===== config.mk =====
export PLATFORM = sky130hd
export DESIGN_NAME = cas_ddram_ctrl
export DESIGN_NICKNAME = d
export VERILOG_FILES = /design/src/rtl/cas_ddram_ctrl.sv
export SDC_FILE = /design/constraint.sdc
export NUM_CORES = 1
export LEC_CHECK = 0
export CAP_MARGIN = 30
export CORE_ASPECT_RATIO = 0.7
export CORE_MARGIN = 1
export CORE_UTILIZATION = 40
export DETAILED_ROUTE_END_ITERATION = 8
export PLACE_DENSITY = 0.63
export SYNTH_ARGS = -nofsm -noshare
export SYNTH_HDL_FRONTEND = slang
export SYNTH_SLANG_ARGS = --single-unit

===== constraint.sdc =====
create_clock -name clk_sys -period 3.8 [get_ports clk_sys]
set_input_delay 0.76 -clock clk_sys [delete_from_list [all_inputs] [get_ports clk_sys]]
set_output_delay 0.76 -clock clk_sys [all_outputs]
set_load 0.1 [all_outputs]

===== src/rtl/cas_ddram_ctrl.sv =====
// Cassette-image DDRAM port controller.
// Shares one Avalon DDRAM port between the HPS download stream (byte writes
// packed into 64-bit words) and the tape playback engine (byte reads through
// a one-word cache). Pending write commits always win over reads, and a read
// that targets the dirty write buffer forces that buffer out to DDRAM first.
//
// state      | meaning
// -----------+-----------------------------------------------------------
// S_IDLE     | arbitrate: commit first, then cache hit, then cache miss
// S_WR_ISSUE | write command held on the bus until DDRAM_BUSY drops
// S_RD_ISSUE | read command held on the bus until DDRAM_BUSY drops
// S_RD_WAIT  | waiting for DDRAM_DOUT_READY to refill the cache
// S_RD_RESP  | rd_valid pulse, byte already in rd_data
module cas_ddram_ctrl #(
    parameter logic [28:0] BASE_ADDR = 29'h0600_0000
) (
    input  logic        clk_sys,
    input  logic        reset,

    input  logic [24:0] wr_addr,
    input  logic [7:0]  wr_data,
    input  logic        wr_strobe,
    input  logic        wr_flush,
    output logic        wr_wait,

    input  logic [24:0] rd_addr,
    input  logic        rd_req,
    output logic        rd_busy,
    output logic [7:0]  rd_data,
    output logic        rd_valid,

    output logic        DDRAM_CLK,
    input  logic        DDRAM_BUSY,
    output logic [7:0]  DDRAM_BURSTCNT,
    output logic [28:0] DDRAM_ADDR,
    input  logic [63:0] DDRAM_DOUT,
    input  logic        DDRAM_DOUT_READY,
    output logic        DDRAM_RD,
    output logic [63:0] DDRAM_DIN,
    output logic [7:0]  DDRAM_BE,
    output logic        DDRAM_WE
);

    localparam logic [2:0] S_IDLE     = 3'd0;
    localparam logic [2:0] S_WR_ISSUE = 3'd1;
    localparam logic [2:0] S_RD_ISSUE = 3'd2;
    localparam logic [2:0] S_RD_WAIT  = 3'd3;
    localparam logic [2:0] S_RD_RESP  = 3'd4;

    logic [2:0]  state;

    logic [63:0] buf_data;
    logic [7:0]  buf_be;
    logic [21:0] buf_tag;
    logic        dirty;
    logic        commit_req;
    logic        flush_pend;

    logic        hold_valid;
    logic [24:0] hold_addr;
    logic [7:0]  hold_data;

    logic        rd_pend;
    logic [24:0] rd_pend_addr;

    logic [63:0] cache_data;
    logic [21:0] cache_tag;
    logic        cache_valid;

    logic        strobe_acc;
    logic        strobe_merge;
    logic        strobe_spill;
    logic        hold_merge;
    logic        merge;
    logic [2:0]  m_lane;
    logic [7:0]  m_byte;
    logic [21:0] m_tag;
    logic [7:0]  be_next;
    logic        flush_any;
    logic        commit_done;
    logic        commit_start;
    logic [21:0] rd_tag;
    logic        rd_go;
    logic        rd_conflict;
    logic        rd_hit;
    logic        enter_resp;
    logic [7:0]  cache_byte;

    assign DDRAM_CLK      = clk_sys;
    assign DDRAM_BURSTCNT = 8'd1;
    assign wr_wait        = commit_req | hold_valid | (state == S_WR_ISSUE);
    assign rd_busy        = rd_pend;
    assign rd_valid       = (state == S_RD_RESP);

    // Write-merge, arbitration and read-hit decode.
    always_comb begin
        strobe_acc   = wr_strobe & ~wr_wait;
        strobe_merge = strobe_acc & (~dirty | (wr_addr[24:3] == buf_tag));
        strobe_spill = strobe_acc & dirty & (wr_addr[24:3] != buf_tag);
        // The held byte only lands once the old word has left the buffer.
        hold_merge   = hold_valid & ~commit_req & (state == S_IDLE);
        merge        = strobe_merge | hold_merge;
        if (hold_merge) begin
            m_lane = hold_addr[2:0];
            m_byte = hold_data;
            m_tag  = hold_addr[24:3];
        end else begin
            m_lane = wr_addr[2:0];
            m_byte = wr_data;
            m_tag  = wr_addr[24:3];
        end
        be_next      = buf_be | (8'd1 << m_lane);
        flush_any    = wr_flush | flush_pend;
        commit_done  = (state == S_WR_ISSUE) & ~DDRAM_BUSY;

        rd_tag       = rd_pend_addr[24:3];
        // Hold off reads while a byte is parked or landing this cycle, so a
        // read never races a write to the same word.
        rd_go        = rd_pend & ~hold_valid & ~strobe_acc;
        rd_conflict  = dirty & (rd_tag == buf_tag);
        rd_hit       = cache_valid & (rd_tag == cache_tag);
        commit_start = (state == S_IDLE) & (commit_req | (rd_go & rd_conflict));
        enter_resp   = ((state == S_IDLE) & ~commit_start & rd_go & rd_hit)
                     | ((state == S_RD_WAIT) & DDRAM_DOUT_READY);
        cache_byte   = cache_data[{rd_pend_addr[2:0], 3'b000} +: 8];
    end

    // Write buffer, hold register and commit request bookkeeping.
    always_ff @(posedge clk_sys) begin
        if (reset) begin
            buf_data   <= '0;
            buf_be     <= '0;
            buf_tag    <= '0;
            dirty      <= 1'b0;
            commit_req <= 1'b0;
            flush_pend <= 1'b0;
            hold_valid <= 1'b0;
            hold_addr  <= '0;
            hold_data  <= '0;
        end else begin
            if (commit_done) begin
                dirty    <= 1'b0;
                buf_be   <= '0;
                buf_data <= '0;
            end
            if (merge) begin
                buf_data[{m_lane, 3'b000} +: 8] <= m_byte;
                buf_be  <= be_next;
                buf_tag <= m_tag;
                dirty   <= 1'b1;
            end

            if (strobe_spill) begin
                hold_valid <= 1'b1;
                hold_addr  <= wr_addr;
                hold_data  <= wr_data;
            end else if (hold_merge) begin
                hold_valid <= 1'b0;
            end

            if (commit_start) begin
                commit_req <= 1'b0;
            end
            // A coherency commit starting this cycle already takes the dirty
            // word, so a flush in the same cycle must not queue an empty one.
            if ((merge & (be_next == 8'hFF)) | strobe_spill |
                (flush_any & ~wr_wait & (strobe_merge | (dirty & ~commit_start)))) begin
                commit_req <= 1'b1;
            end

            // A flush that arrives while stalled, or alongside a spill, is
            // remembered until the buffer settles so the last bytes go out.
            if (flush_any) begin
                flush_pend <= wr_wait | strobe_spill;
            end
        end
    end

    // Port FSM: drives the Avalon command, owns the read cache and rd_data.
    always_ff @(posedge clk_sys) begin
        if (reset) begin
            state       <= S_IDLE;
            DDRAM_WE    <= 1'b0;
            DDRAM_RD    <= 1'b0;
            DDRAM_ADDR  <= '0;
            DDRAM_DIN   <= '0;
            DDRAM_BE    <= '0;
            cache_data  <= '0;
            cache_tag   <= '0;
            cache_valid <= 1'b0;
            rd_data     <= '0;
        end else begin
            case (state)
                S_IDLE: begin
                    if (commit_start) begin
                        state      <= S_WR_ISSUE;
                        DDRAM_WE   <= 1'b1;
                        DDRAM_ADDR <= BASE_ADDR + {7'd0, buf_tag};
                        DDRAM_DIN  <= buf_data;
                        DDRAM_BE   <= buf_be;
                    end else if (rd_go & rd_hit) begin
                        state   <= S_RD_RESP;
                        rd_data <= cache_byte;
                    end else if (rd_go) begin
                        state      <= S_RD_ISSUE;
                        DDRAM_RD   <= 1'b1;
                        DDRAM_ADDR <= BASE_ADDR + {7'd0, rd_tag};
                    end
                end
                S_WR_ISSUE: begin
                    if (!DDRAM_BUSY) begin
                        DDRAM_WE <= 1'b0;
                        state    <= S_IDLE;
                        if (cache_tag == buf_tag) begin
                            cache_valid <= 1'b0;
                        end
                    end
                end
                S_RD_ISSUE: begin
                    if (!DDRAM_BUSY) begin
                        DDRAM_RD <= 1'b0;
                        state    <= S_RD_WAIT;
                    end
                end
                S_RD_WAIT: begin
                    if (DDRAM_DOUT_READY) begin
                        cache_data  <= DDRAM_DOUT;
                        cache_tag   <= rd_tag;
                        cache_valid <= 1'b1;
                        rd_data     <= DDRAM_DOUT[{rd_pend_addr[2:0], 3'b000} +: 8];
                        state       <= S_RD_RESP;
                    end
                end
                S_RD_RESP: begin
                    state <= S_IDLE;
                end
                default: begin
                    state <= S_IDLE;
                end
            endcase
        end
    end

    // Read request capture; busy stays up until the response cycle.
    always_ff @(posedge clk_sys) begin
        if (reset) begin
            rd_pend      <= 1'b0;
            rd_pend_addr <= '0;
        end else begin
            if (enter_resp) begin
                rd_pend <= 1'b0;
            end
            if (rd_req & ~rd_pend) begin
                rd_pend      <= 1'b1;
                rd_pend_addr <= rd_addr;
            end
        end
    end

endmodule


==> flow_metrics.env <==
export IMPL_hold_viol_final=0
export IMPL_dpl_hpwl_um=32300
export IMPL_first_pass_iters=6
export IMPL_crit_fanout=2
export IMPL_synth_main_ff_cell="dfxtp_1"
export IMPL_fin_skew_ps=16.5
export IMPL_vias_per_cell=5.26
export IMPL_nets=2144
export IMPL_grt_use_total=0.230
export IMPL_initial_core_util=0.408
export IMPL_max_cap_viol_count=0
export IMPL_grt_pass1_vias=12900
export IMPL_cp_end_kind="primary output"
export IMPL_ys_seq_area_frac=0.448
export IMPL_syn_mean_instance_area_um2=8.51
export IMPL_switching_power_mw=4.74
export IMPL_wl_um=46800
export IMPL_drive_gt1_frac=0.0883
export IMPL_final_cell_mix="nand2_1, dfxtp_1, clkdlybuf4s50_1"
export IMPL_synthDominantCellAreaShare=0.448
export IMPL_seqPwrFrac=0.354
export IMPL_worst_setup_path_type="clk2out"
export IMPL_crit_chain="clkbuf_16 > clkbuf_16 > dlygate4sd2_1"
export IMPL_pwr_share_comb=0.318
export IMPL_cts_tree="done"
export IMPL_ir_drop_mv=0.635
export IMPL_synth_edf_count=0
export IMPL_multi_input_area_um2=7990
export IMPL_cellPowerDensity_nw_per_um2=624
export IMPL_yosys_cell_types_count=65
export IMPL_dieArea_um2=40100
export IMPL_crit_slowest_cell="dlygate4sd2_1"
export IMPL_synthArstFlopShare=0
export IMPL_intPower_mw=7.74
export IMPL_antenna_found_initial=4
export IMPL_tns_ps=0
export IMPL_wl_per_cell_um=18.2
export IMPL_grt_max_degree=119
export IMPL_first_iter_violations=1085
export IMPL_slew_viol_final=0
export IMPL_final_common_cell="nand2_1"
export IMPL_yosysTopAreaCell="dfxtp_1"
export IMPL_syn_cell_area_um2=15700
export IMPL_tightest_slew_ps=1030
export IMPL_rsz0062_at_grt="no"
export IMPL_core_area_um2=38600
export IMPL_cp_arrival_ps=2730
export IMPL_hold_path_class="reg2reg"
export IMPL_fillers=3580
export IMPL_setup_slack_ps=312
export IMPL_slowest_delay_ps=580
export IMPL_cellLeakagePower_nw=7.25
export IMPL_syn2layout_area_growth_pct=27.2
export IMPL_drtAntennaViolNets=0
export IMPL_ys_ff_latch=352
export IMPL_clkLatencyLatePin_ps=640
export IMPL_post_synth_inst_count=1848
export IMPL_cts_hold_fix_buffers=0
export IMPL_cts_setup_buffers=0
export IMPL_ys_top_cells_by_area="dfxtp_1, nand2_1, mux2i_1, a21oi_1, mux4_2"
export IMPL_die_h_um=168
export IMPL_max_slew_margin=0.314
export IMPL_rows=60
export IMPL_ioPinCount=252
export IMPL_dieWidth_um=239
export IMPL_num_vias=13500
export IMPL_power_clock_fraction=0.328
export IMPL_place_port_buffers=238
export IMPL_route_detailed_drc=0
export IMPL_required_ps=3040
export IMPL_seqCellArea_um2=7050
export IMPL_gp_congestion=0.898
export IMPL_setup_viol_count_final=0
export IMPL_worst_setup_path_start_kind="clock port"
export IMPL_yosys_warnings=0
export IMPL_status="finished, final reports clean"
export IMPL_cp_buffers_inverters=3
export IMPL_grt_overflow=0
export IMPL_grt_first_pass_wirelength_um=72900
export IMPL_swShare=0.380
export IMPL_crit_family="buffers and inverters"
export IMPL_dpl_worst_slack_ps=200
export IMPL_cp_common_cell="clkbuf_16"
export IMPL_clk_pin_slew_ps=60
## metal layers
metal	vias up	routed length, um	GRT usage
met3	58	2980	0.0430
met1	6551	21900	0.330
met2	384	21200	0.351
met4	2	736	0.0613
met5	-	11	0
li1	6530	-	-
## what timing repair did
action / in CTS / in global routing
gates resized for setup: 1 / 0
hold endpoints to repair: 0 / 0
endpoints found under the setup margin: 1 / 0
## worst reg2reg max path: stages (launching register included)
cell and delay (ps):
dfxtp_1 430, or4_4 630, or4_4 450, o31ai_4 120
ha_1 370, o22ai_1 130, nor2_1 100, o31ai_1 80
or4_1 510, o311ai_1 310
## sequential cells by signal, indices dropped and copies added (netlist names), 8 cells and up
register,cells
buf_tag,22
cache_tag,22
DDRAM_ADDR,23
hold_addr,25
hold_data,8
cache_data,64
DDRAM_BE,8
DDRAM_DIN,64
buf_be,8
buf_data,64
rd_data,8
rd_pend_addr,25
## Yosys cell counts (30+ instances only)
cell type,number
a21oi_1,234
buf_2,31
clkbuf_1,109
dfxtp_1,352
mux2i_1,128
mux4_2,32
nand2_1,513
nand3_1,30
nor2_1,82
o21ai_0,32
xnor2_1,48
xor2_1,40
## power by group through the flow
| stage | Sequential (mW) | Combinational (mW) | Clock, mW |
|---|---|---|---|
| 2_1_floorplan | 5.19 | 2.05 | 0.0993 |
| 3_3_place_gp | 4.48 | 3.81 | 0.103 |
| 3_5_place_dp | 4.49 | 3.94 | 0.103 |
| 4_1_cts | 4.41 | 3.96 | 4.18 |
| 5_1_grt | 4.46 | 4.22 | 4.31 |
| 6_report | 4.42 | 3.97 | 4.10 |
## area by class of cell
cell class                      instances  share of cell area
Multi-Input combinational cell       1328               0.399
Antenna cell                            3            0.000375
Tap cell                              527              0.0330
Clock buffer                           54              0.0554
Timing Repair Buffer                  278               0.146
Inverter                               12             0.00225
Sequential cell                       352               0.352
Clock inverter                         15              0.0119
## path summary, 6_finish.rpt
path | cells past startpoint | endpoint | slack (ps) | start
setup / recovery | 3 | DDRAM_CLK | 310 | clk_sys
hold / removal | 2 | cache_data[25]$_SDFFE_PP0P_ | 450 | cache_data[25]$_SDFFE_PP0P_
setup reg to reg | 9 | commit_req$_SDFFE_PP0P_ | 580 | state[2]$_SDFFE_PP0P_
hold reg to reg | 2 | cache_data[25]$_SDFFE_PP0P_ | 450 | cache_data[25]$_SDFFE_PP0P_
## stage by stage
| step | power, mW | hold slack, ps | cells | area [um2] | utilization |
|---|---|---|---|---|---|
| floorplan | 7.34 | 432 | 1859 | 15800 | - |
| global placement | 8.40 | 438 | 2490 | 18400 | 0.478 |
| detailed placement | 8.54 | 444 | 2497 | 18600 | 0.483 |
| CTS | 12.5 | 453 | 2565 | 20000 | 0.518 |
| global route | 13.0 | 470 | 2569 | 20000 | 0.518 |
| finish | 12.5 | 451 | 2569 | 20000 | 0.518 |
## kinds of logic after synthesis
| logic type | after synthesis | synth area share |
|---|---|---|
| AND/OR/NAND/NOR | 714 | 0.191 |
| flip-flops | 352 | 0.448 |
| AO/OA/AOI/OAI | 341 | 0.125 |
| buffers and inverters | 179 | 0.0496 |
| multiplexers | 170 | 0.135 |
| XOR/XNOR | 88 | 0.0490 |
| adder cells (fa/ha/maj) | 2 | 0.00159 |
| other | 2 | 0.000477 |
No activity file was read; power rests on OpenSTA's default activity.
